$ cat src/rtl/uart_cfg_ctrl_pkg.sv
// Shared UART configuration types: frame format, baud select, baud-generator and RX sampling settings.
// Also holds the baud table helper and the legality check for a configuration write.
package uart_cfg_ctrl_pkg;

   typedef struct packed {
      logic       parity_en;
      logic       parity_even;
      logic [3:0] data_len;
      logic [1:0] stop_len;
   } uart_config;

   typedef enum logic [2:0] {
      BAUD_9600, BAUD_19200, BAUD_38400, BAUD_57600,
      BAUD_115200, BAUD_230400, BAUD_460800, BAUD_921600
   } uart_baud_sel;

   typedef enum logic [1:0] {IDLE, DRAIN, COMMIT} uart_cfg_states;

   typedef struct packed {
      uart_baud_sel baud_sel;
      logic [15:0]  tx_clks_per_bit;
      logic [4:0]   rx_clks_per_bit;
   } uart_config_bdgen;

   typedef struct packed {
      logic [4:0] osm;
      logic [3:0] smp_nth;
   } uart_config_rx;

   localparam uart_config UART_CFG_DEFAULT =
      '{parity_en: 1'b0, parity_even: 1'b0, data_len: 4'd8, stop_len: 2'd0};
   localparam uart_baud_sel UART_BAUD_DEFAULT = BAUD_115200;

   function automatic int unsigned baud_rate(uart_baud_sel sel);
      case (sel)
         BAUD_9600:   return 9600;
         BAUD_19200:  return 19200;
         BAUD_38400:  return 38400;
         BAUD_57600:  return 57600;
         BAUD_115200: return 115200;
         BAUD_230400: return 230400;
         BAUD_460800: return 460800;
         default:     return 921600;
      endcase
   endfunction

   // Rounded to nearest so the bit period error is at most half a clock.
   function automatic int unsigned calc_clks_per_bit(int unsigned clk_freq, uart_baud_sel baud_sel);
      int unsigned b;
      b = baud_rate(baud_sel);
      return (clk_freq + b / 2) / b;
   endfunction

   function automatic logic cfg_legal(uart_config c);
      return (c.data_len >= 4'd5) && (c.data_len <= 4'd8) && (c.stop_len <= 2'd1);
   endfunction

endpackage

$ cat src/rtl/uart_cfg_ctrl.sv
// Shadows a validated config write, stalls TX and waits QUIET_CYCLES idle cycles, then commits all outputs at once.
// Commit lands QUIET_CYCLES+1 cycles after accept when idle; wr_ready is low from accept until the cycle after commit.
module uart_cfg_ctrl
   import uart_cfg_ctrl_pkg::*;
#(
   parameter int unsigned CLK_FREQ     = 100_000_000,
   parameter int          OSM          = 16,
   parameter int          QUIET_CYCLES = 2
) (
   input  logic             clk,
   input  logic             rst_n,
   input  logic             wr_valid,
   output logic             wr_ready,
   input  uart_config       wr_cfg,
   input  logic [2:0]       wr_baud_sel,
   input  logic             tx_busy,
   input  logic             rx_busy,
   output logic             hold_tx,
   output uart_config       cfg,
   output uart_config_bdgen bdgen,
   output uart_config_rx    rx_cfg,
   output logic             cfg_update,
   output logic             cfg_err
);

   typedef logic [7:0][15:0] cpb_tab_t;

   function automatic cpb_tab_t build_cpb_tab(int unsigned f);
      cpb_tab_t t;
      for (int i = 0; i < 8; i++) t[i] = 16'(calc_clks_per_bit(f, uart_baud_sel'(3'(i))));
      return t;
   endfunction

   localparam cpb_tab_t   CPB_TAB     = build_cpb_tab(CLK_FREQ);
   localparam logic [3:0] SMP_NTH     = (OSM / 2 > 15) ? 4'd15 : 4'(OSM / 2);
   localparam logic [7:0] QUIET_LAST  = 8'(QUIET_CYCLES - 1);
   localparam uart_config_bdgen BDGEN_DEFAULT =
      '{baud_sel: UART_BAUD_DEFAULT, tx_clks_per_bit: CPB_TAB[UART_BAUD_DEFAULT], rx_clks_per_bit: 5'(OSM)};

   if (OSM < 4 || OSM > 31) begin : g_bad_osm
      $error("uart_cfg_ctrl: OSM must be within 4..31");
   end
   if (QUIET_CYCLES < 1 || QUIET_CYCLES > 256) begin : g_bad_quiet
      $error("uart_cfg_ctrl: QUIET_CYCLES must be within 1..256");
   end
   for (genvar i = 0; i < 8; i++) begin : g_cpb_chk
      if (calc_clks_per_bit(CLK_FREQ, uart_baud_sel'(3'(i))) > 32'd65535) begin : g_ovf
         $error("uart_cfg_ctrl: clocks per bit does not fit in 16 bits");
      end
   end

   uart_cfg_states   state_q;
   logic [7:0]       cnt_q, cnt_d;
   uart_config       shadow_cfg_q, cfg_q;
   uart_baud_sel     shadow_sel_q;
   uart_config_bdgen bdgen_q;
   logic             cfg_update_q, cfg_err_q;
   logic             quiet, quiet_done;

   always_comb begin
      quiet      = !tx_busy && !rx_busy;
      cnt_d      = quiet ? cnt_q + 8'd1 : 8'd0;
      quiet_done = quiet && (cnt_q == QUIET_LAST);
   end

   always_ff @(posedge clk or negedge rst_n) begin
      if (!rst_n) begin
         state_q      <= IDLE;
         cnt_q        <= 8'd0;
         shadow_cfg_q <= UART_CFG_DEFAULT;
         shadow_sel_q <= UART_BAUD_DEFAULT;
         cfg_q        <= UART_CFG_DEFAULT;
         bdgen_q      <= BDGEN_DEFAULT;
         cfg_update_q <= 1'b0;
         cfg_err_q    <= 1'b0;
      end else begin
         cfg_update_q <= 1'b0;
         cfg_err_q    <= 1'b0;
         case (state_q)
            IDLE: begin
               if (wr_valid) begin
                  if (cfg_legal(wr_cfg)) begin
                     shadow_cfg_q <= wr_cfg;
                     shadow_sel_q <= uart_baud_sel'(wr_baud_sel);
                     cnt_q        <= 8'd0;
                     state_q      <= DRAIN;
                  end else begin
                     cfg_err_q <= 1'b1;
                  end
               end
            end
            DRAIN: begin
               // Outputs load on the edge into COMMIT so cfg_update aligns with new values.
               if (quiet_done) begin
                  cnt_q        <= 8'd0;
                  state_q      <= COMMIT;
                  cfg_q        <= shadow_cfg_q;
                  bdgen_q      <= '{baud_sel: shadow_sel_q,
                                    tx_clks_per_bit: CPB_TAB[shadow_sel_q],
                                    rx_clks_per_bit: 5'(OSM)};
                  cfg_update_q <= 1'b1;
               end else begin
                  cnt_q <= cnt_d;
               end
            end
            COMMIT:  state_q <= IDLE;
            default: state_q <= IDLE;
         endcase
      end
   end

   assign wr_ready   = (state_q == IDLE);
   assign hold_tx    = (state_q != IDLE);
   assign cfg        = cfg_q;
   assign bdgen      = bdgen_q;
   assign rx_cfg     = '{osm: 5'(OSM), smp_nth: SMP_NTH};
   assign cfg_update = cfg_update_q;
   assign cfg_err    = cfg_err_q;

endmodule

$ cat config.mk
export PLATFORM = sky130hd
export DESIGN_NAME = uart_cfg_ctrl
export DESIGN_NICKNAME = d
export VERILOG_FILES = /design/src/rtl/uart_cfg_ctrl_pkg.sv /design/src/rtl/uart_cfg_ctrl.sv
export SDC_FILE = /design/constraint.sdc
export NUM_CORES = 1
export LEC_CHECK = 0
export ABC_AREA = 1
export CORE_ASPECT_RATIO = 1.75
export CORE_UTILIZATION = 53
export DETAILED_ROUTE_END_ITERATION = 7
export PLACE_DENSITY = 0.93
export SLEW_MARGIN = 20
export SYNTH_ARGS = -nofsm -noshare
export SYNTH_HDL_FRONTEND = slang
export SYNTH_SLANG_ARGS = --single-unit
$ cat constraint.sdc
create_clock -name clk -period 3.22 [get_ports clk]
set_input_delay 0.644 -clock clk [delete_from_list [all_inputs] [get_ports clk]]
set_output_delay 0.644 -clock clk [all_outputs]
set_load 0.05 [all_outputs]
==> run metrics, run 1 <==
status finished clean; share of layout cells above drive strength 1 0.08069; R2R Setup Slk 1.14 ns; CTS hold repair buffers 0; max-cap violation count 0; DR WL met3 236 um; crit-path max FO 3; post-synthesis cell area 0.002501 mm^2; Clk Latency, worst-skew pair 0.30 ns; fin util 0.6699; Power, Total 2.743 mW; post-route setup slack 0.8051 ns; CTS max path bufs 2; Yosys reg bits 48; sequential share of the synthesized area 0.4847; post-cts resize count 0; Ys Warns 0; ratio of final minimum period to clock period 0.7500; most frequent cell after synthesis nand2_1; Placed Cells 390; Mapped Cells 308; top post-synthesis cells by count nand2_1, dfrtp_1, inv_1, nor2_1; Top delay family on crit path buffers and inverters; Final ANT Viol Nets 0; number of global-route vias before repair 1,917; fmax 414.1 MHz; final wirelength 4894 um; Main synth FF type dfrtp_1; Area after DPL 0.002864 mm^2; global placer's final weighted congestion 0.8337; clock-pin transition on the worst setup and hold timing paths 0.09 ns; Crit-path slowest cell clkdlybuf4s50_1; PD cells 913.2 mW/mm^2; DR WL/cell 12.30 um; routed vias/inst 5.111; Worst setup EP type output pin; Metal-1 WL 1894 um; largest net degree at the start of global routing 49; Detailed Route Iter0 Violations 53; Die Span X 53.93 um; FILL cells 372; Levels on crit path 4; port buffer count 44; LEAKAGE 1.538 nW; Hold Vio Cnt, Final 0; R2R Path Start state_q[1]; most area-consuming cells after synthesis dfrtp_1, nand2_1, dfstp_2; Pre-Repair DR Iteration Count 4; startpoint types register; Total Routing Usage GR 0.2282; VDD IR-drop max 0.8196 mV; Slew Limit Headroom 0.4854; topmost layer with routed signal wires met4; skew final 0.006838 ns; ant diodes 0; R2R cell count 5; Max Slew Vio Count 0; Post-synth EDFFs 0; die area 0.005009 mm^2; final setup fails 0; crit path time final 2.415 ns; H-Tree Depth 2; syn_area_per_cell 8.121 um^2; synth unique cells 29; most used cell, CP inv_1; post-CTS setup buffer count 0; effective utilization at floorplan 0.5578; RSZ-0062 raised after global routing false; Tightest Pin Transition 0.7677 ns; Layout Cells excl Fill 398; hold_ws 0.3253 ns; slowest cell delay on critical path 0.79 ns; CTS buffer count 5; Critical Path AT 1.77 ns; Fin Setup TNS 0 ns; hold crit path type primary input to async pin; first-pass GRT wire length 8307 um; # IOs 61; WL met2 2638 um; asr flop ratio synth 1.000; Synth top area share 0.3902; CTS tree built; die height 92.88 um; Clock Tree Root clkbuf_8; Cell Chain, Critical Path inv_1 -> nand2_1 -> inv_1 -> clkdlybuf4s50_1; Overflow after GRT 0; area grow syn2layout 20.11%; Crit path required time 2.58 ns; CP Class register to output pin; worst setup path endpoint wr_ready; crit path from state_q[1]; final instance area 0.003004 mm^2; Yosys top cell by area dfrtp_1; drt drc 0; DP HPWL 3330 um; row count 32; Setup Slack @ Placement 0.8048 ns; CORE AREA 0.004484 mm^2; r2r endpoint bdgen[6]; initial antenna violation count 0; CTS sink cnt 48; nets@finish 369; Vias 2,034; Critical path buffers and inverters 3
worst register-to-register path, delay by kind of cell, from the launching register on:
kind,cells,cell delay (ns)
simple gates,4,1.43
flops,1,0.44
buf+inv,1,0.15
state kept, by name (all words and copies together), names as in the netlist:
register	cells
bdgen	17
cfg	8
cfg_err	1
cfg_update	1
cnt_q	8
shadow_cfg_q	8
shadow_sel_q	3
state_q	2
layout by cell type, fill, tap and decap left out, types with 2 or more instances in the layout:
master,n
dfstp_2,9
nor2_4,2
bufinv_16,2
nor2_2,2
inv_1,30
clkdlybuf4s50_1,43
nand4_1,18
buf_4,2
o21ai_0,5
nand3_1,18
o21ai_1,10
clkbuf_8,5
nand2_1,106
nor2_1,20
dfrtp_1,39
conb_1,16
o21bai_1,2
ha_1,7
area by class of cell:
type | instances | area (um^2) | area share
clock inverters | 3 | 68.82 | 0.02291
inverters | 32 | 122.6 | 0.04082
clock buffers | 5 | 68.82 | 0.02291
multi-input cells | 214 | 1022 | 0.3403
well taps | 51 | 63.81 | 0.02124
repair buffers | 45 | 445.4 | 0.1483
flip-flops and latches | 48 | 1212 | 0.4036
worst min path at each step:
stage / from / end / depth (start not counted)
global placement: bdgen[23] / bdgen[23] / 2
detailed placement: bdgen[13] / bdgen[13] / 2
finish: rst_n / cfg[3] / 1
CTS: bdgen[13] / bdgen[13] / 2
floorplan: rst_n / bdgen[12] / 0
global route: rst_n / cfg[2] / 1
power breakdown:
group | switching (mW) | internal [mW] | total, mW | leakage [nW]
registers | 0.149 | 0.817 | 0.966 | 0.613
clock network | 0.209 | 0.313 | 0.522 | 0.0687
logic | 0.868 | 0.388 | 1.26 | 0.856
layer usage:
| metal | global-route usage | vias up |
|---|---|---|
| met3 | 0.03612 | 11 |
| met5 | 0 | - |
| met2 | 0.3765 | 65 |
| li1 | - | 1010 |
| met1 | 0.2744 | 948 |
| met4 | 0.1140 | 0 |
cells by family after synthesis:
group	Yosys count	synth area share
AO/OA/AOI/OAI	19	0.04202
XOR/XNOR	1	0.003502
adder cells (fa/ha/maj)	7	0.03502
buffers and inverters	60	0.1276
flip-flops	48	0.4847
other	2	0.003003
AND/OR/NAND/NOR	171	0.3042
Power figures use the tool's default switching activity.
==> run 2, diff against run 1 <==
CORE_UTILIZATION = 45   (was 53)
PLACE_DENSITY = 0.85   (was 0.93)
clock period = 2.1 ns   (was 3.22 ns; I/O delays follow)
==> run 2 against run 1 <==
  * Clock power is 10% higher
  * Critical path depth is 3 lower
  * First-iteration DRC count is 60% higher
  * Clock skew is 0.0046 ns higher
  * Total power is 44% higher
  * Highest routed layer unchanged
==> run metrics, run 2 (synthesized netlist as in run 1, its figures left out) <==
status finished clean; Vias 2,039; most frequent cells in the layout nand2_1, dfrtp_1, clkdlybuf4s50_1; Levels on crit path 1; hold_ws 0.1810 ns; most common cell after layout, fill and taps aside nand2_1; Total Routing Usage GR 0.1844; CP Class register to output pin; drt drc 0; die height 100.6 um; Slew Limit Headroom 0.6155; Fin Setup TNS 0 ns; WL met2 2614 um; Crit-path slowest cell clkdlybuf4s50_1; # IOs 61; Clock Tree Root clkbuf_8; ratio of final minimum period to clock period 0.9794; hold crit path type primary input to async pin; final wirelength 4775 um; Crit path required time 1.68 ns; crit-path max FO 2; R2R Setup Slk 0.31 ns; Top delay family on crit path buffers and inverters; first-pass GRT wire length 8362 um; VDD IR-drop max 0.6889 mV; final setup fails 0; R2R cell count 6; PD cells 1310 mW/mm^2; LEAKAGE 1.554 nW; post-cts resize count 0; number of global-route vias before repair 1,989; crit path from cfg[5]; row count 35; CTS sink cnt 48; CTS hold repair buffers 0; Max Slew Vio Count 0; nets@finish 375; r2r endpoint cfg[6]; Worst setup EP type output pin; Clk Latency, worst-skew pair 0.30 ns; Tightest Pin Transition 0.5767 ns; Pre-Repair DR Iteration Count 4; DR WL/cell 11.18 um; H-Tree Depth 2; die area 0.005872 mm^2; Final ANT Viol Nets 0; CTS tree built; CTS max path bufs 2; initial antenna violation count 0; largest net degree at the start of global routing 49; Largest register FFs 17; CTS buffer count 5; DP HPWL 3566 um; Metal-1 WL 1872 um; Die Span X 58.36 um; skew final 0.01148 ns; area grow syn2layout 20.76%; Critical Path AT 1.64 ns; Overflow after GRT 0; effective utilization at floorplan 0.4720; share of layout cells above drive strength 1 0.1076; slowest cell delay on critical path 0.79 ns; RSZ-0062 raised after global routing false; Hold Vio Cnt, Final 0; max-cap violation count 0; fmax 486.2 MHz; routed vias/inst 4.775; ant diodes 0; startpoint types register; DR WL met3 174 um; clock-pin transition on the worst setup and hold timing paths 0.09 ns; crit path time final 2.057 ns; CORE AREA 0.005299 mm^2; post-CTS setup buffer count 0; port buffer count 44; R2R Path Start cnt_q[3]; global placer's final weighted congestion 0.8246; Critical path buffers and inverters 1; Cell Chain, Critical Path clkdlybuf4s50_1; Detailed Route Iter0 Violations 85; topmost layer with routed signal wires met4
## run 2: changes by cell type in the layout (fill, tap and decap cells not counted), sizes merged
cell and delta:
buf +11, clkdlybuf4s50 -5, bufinv -2, clkbuf +2, clkinv +1, inv -1
## run 2: cell type report
type / count / area [um^2]
clock inverters: 1 / 8.758
inverters: 32 / 122.6
well taps: 74 / 92.59
flip-flops and latches: 48 / 1212
fillers: 449 / 2278
multi-input cells: 214 / 1022
clock buffers: 7 / 86.33
repair buffers: 51 / 475.5
## run 2: per-layer routing
metal | GRT usage | up-vias
met1 | 0.2032 | 946
met3 | 0.02824 | 9
met5 | 0 | -
met2 | 0.3386 | 58
met4 | 0.08242 | 0
li1 | - | 1026
## run 2: how the worst max path moves through the flow
stage / to / slack [ns]
6_report: cfg[5] / 0.04
5_1_grt: bdgen[23] / 0.0009
4_1_cts: cfg[5] / 0.03
3_5_place_dp: cnt_q[0] / 0.29
3_3_place_gp: cnt_q[6] / 0.33
2_1_floorplan: wr_ready / 0.46
## run 2: where the power goes
group / switching, mW / internal, mW / total, mW
Combinational: 1.31 / 0.597 / 1.90
Clock: 0.303 / 0.270 / 0.574
Sequential: 0.226 / 1.25 / 1.48
## run 2: stage by stage
stage	instances	util	total power, mW	cell area, um^2	setup slack (ns)
finish	427	0.5700	3.956	3020	0.04331
global route	427	0.5700	4.219	3020	0.0009401
CTS	427	0.5700	3.980	3020	0.03368
detailed placement	419	0.5521	3.413	2925	0.2872
global placement	419	0.5521	3.365	2925	0.3270
floorplan	322	-	2.893	2554	0.4632
==> run 3, diff against run 2 <==
--- a/config.mk
+++ b/config.mk
@@ -10,5 +10,5 @@
 export CORE_UTILIZATION = 45
 export DETAILED_ROUTE_END_ITERATION = 7
-export PLACE_DENSITY = 0.85
+export PLACE_DENSITY = 0.86
 export SLEW_MARGIN = 20
 export SYNTH_ARGS = -nofsm -noshare
==> constraint.sdc (replaced) <==
create_clock -name clk -period 2.1 [get_ports clk]
set_input_delay 0.42 -clock clk [delete_from_list [all_inputs] [get_ports clk]]
set_output_delay 0.42 -clock clk [all_outputs]
set_load 0.005 [all_outputs]
==> run 3 against run 2 <==
  * Largest cell class unchanged
  * Critical path depth up 3
  * Routed wire length down 3.9%
  * Utilization up 0.33 points
  * Flip-flop and latch count unchanged
  * Count of clock-buffer cells in the layout unchanged
  * Combinational power down 35%
  * Final area up 0.58%
  * Total power down 17%
  * Sequential share of layout area down 0.23 points
  * Highest routed layer unchanged
  * Maximum frequency up 12%
  * Cell count down 0.23%
==> run metrics, run 3 (synthesized netlist as in run 1, its figures left out) <==
die height 100.6 um; Overflow after GRT 0; status finished clean; area grow syn2layout 21.46%; Final ANT Viol Nets 0; routed vias/inst 4.653; post-CTS setup buffer count 0; Crit-path slowest cell clkdlybuf4s50_1; Top delay family on crit path buffers and inverters; Max Slew Vio Count 0; clock-pin transition on the worst setup and hold timing paths 0.08 ns; startpoint types register; CP Class register to output pin; most frequent cells in the layout nand2_1, clkdlybuf4s50_1, dfrtp_1; die area 0.005872 mm^2; Crit path required time 1.68 ns; Total Routing Usage GR 0.1744; DR WL/cell 10.78 um; CORE AREA 0.005299 mm^2; crit path from state_q[1]; Cell Chain, Critical Path inv_1 -> nand2_1 -> inv_1 -> clkdlybuf4s50_1; max-cap violation count 0; row count 35; VDD IR-drop max 0.5698 mV; PD cells 1083 mW/mm^2; Tightest Pin Transition 0.5636 ns; Die Span X 58.36 um; initial antenna violation count 0; Clk Latency, worst-skew pair 0.30 ns; most common cell after layout, fill and taps aside nand2_1; ant diodes 0; CTS buffer count 5; Pre-Repair DR Iteration Count 4; CTS tree built; skew final 0.007410 ns; largest net degree at the start of global routing 26; Power, Total 3.291 mW; first-pass GRT wire length 7859 um; H-Tree Depth 2; Clock Tree Root clkbuf_8; post-route setup slack 0.2573 ns; effective utilization at floorplan 0.4720; port buffer count 44; # IOs 61; share of layout cells above drive strength 1 0.09091; ratio of final minimum period to clock period 0.8775; final wirelength 4591 um; slowest cell delay on critical path 0.49 ns; hold_ws 0.1004 ns; CTS sink cnt 48; Largest register FFs 17; number of global-route vias before repair 1,826; Critical path buffers and inverters 3; most used cell, CP inv_1; DP HPWL 3453 um; LEAKAGE 1.546 nW; R2R Setup Slk 0.38 ns; CTS max path bufs 2; hold crit path type primary input to async pin; Vias 1,982; CTS hold repair buffers 0; crit path time final 1.843 ns; drt drc 0; Hold Vio Cnt, Final 0; FILL cells 485; Setup Slack @ Placement 0.2173 ns; R2R Path Start cnt_q[1]; final setup fails 0; global placer's final weighted congestion 0.8311; Slew Limit Headroom 0.6242; fin util 0.5733; RSZ-0062 raised after global routing false; post-cts resize count 0; crit-path max FO 3; nets@finish 374; Worst setup EP type output pin; Critical Path AT 1.42 ns; fmax 542.7 MHz; Fin Setup TNS 0 ns; Detailed Route Iter0 Violations 43
[run 3: cell types whose count changed in the layout (fill, tap and decap cells not counted), sizes merged]
cell           change
buf                -6
clkdlybuf4s50      +5
[run 3: worst reg2reg max path, stage by stage (launching register included)]
cell and delay (ns):
dfrtp_1 0.43, inv_1 0.08, ha_1 0.15, nand2_1 0.09, nor2_4 0.33, nand3_4 0.33
nand2_1 0.16, nand2_1 0.05
[run 3: per-layer routing]
layer / track usage / vias to the layer above / wire length (um)
met2: 0.3156 / 51 / 2488
met4: 0.08791 / 0 / 119
li1: - / 1020 / -
met3: 0.03723 / 11 / 172
met1: 0.1849 / 900 / 1811
met5: 0 / - / 0
[run 3: area by class of cell]
class / instances / area, um^2 / area share
Inverter: 32 / 122.6 / 0.04036
Tap cell: 74 / 92.59 / 0.03048
Clock inverter: 1 / 8.758 / 0.002883
Multi-Input combinational cell: 214 / 1022 / 0.3365
Clock buffer: 7 / 86.33 / 0.02842
Timing Repair Buffer: 50 / 493.0 / 0.1623
Sequential cell: 48 / 1212 / 0.3991
[run 3: worst paths after layout]
kind                                   to  depth (start not counted)
worst max register to register     cfg[7]                          7
worst max-delay path             wr_ready                          4
max in group asynchronous       bdgen[14]                          2
worst min-delay path              cfg_err                          1
min in group clk                 bdgen[7]                          2
worst min register to register   bdgen[7]                          2
[run 3: report_power, final]
group	internal, mW	total, mW	switching (mW)
Sequential	1.25	1.48	0.226
Clock	0.270	0.576	0.306
Combinational	0.612	1.24	0.625
Total	2.13	3.29	1.16
[run 3: per-stage QoR]
stage                     cell area (um^2)  cells
after floorplan                       2554    322
after global placement                2943    418
after detailed placement              2943    418
after CTS                             3038    426
after global routing                  3038    426
final                                 3038    426
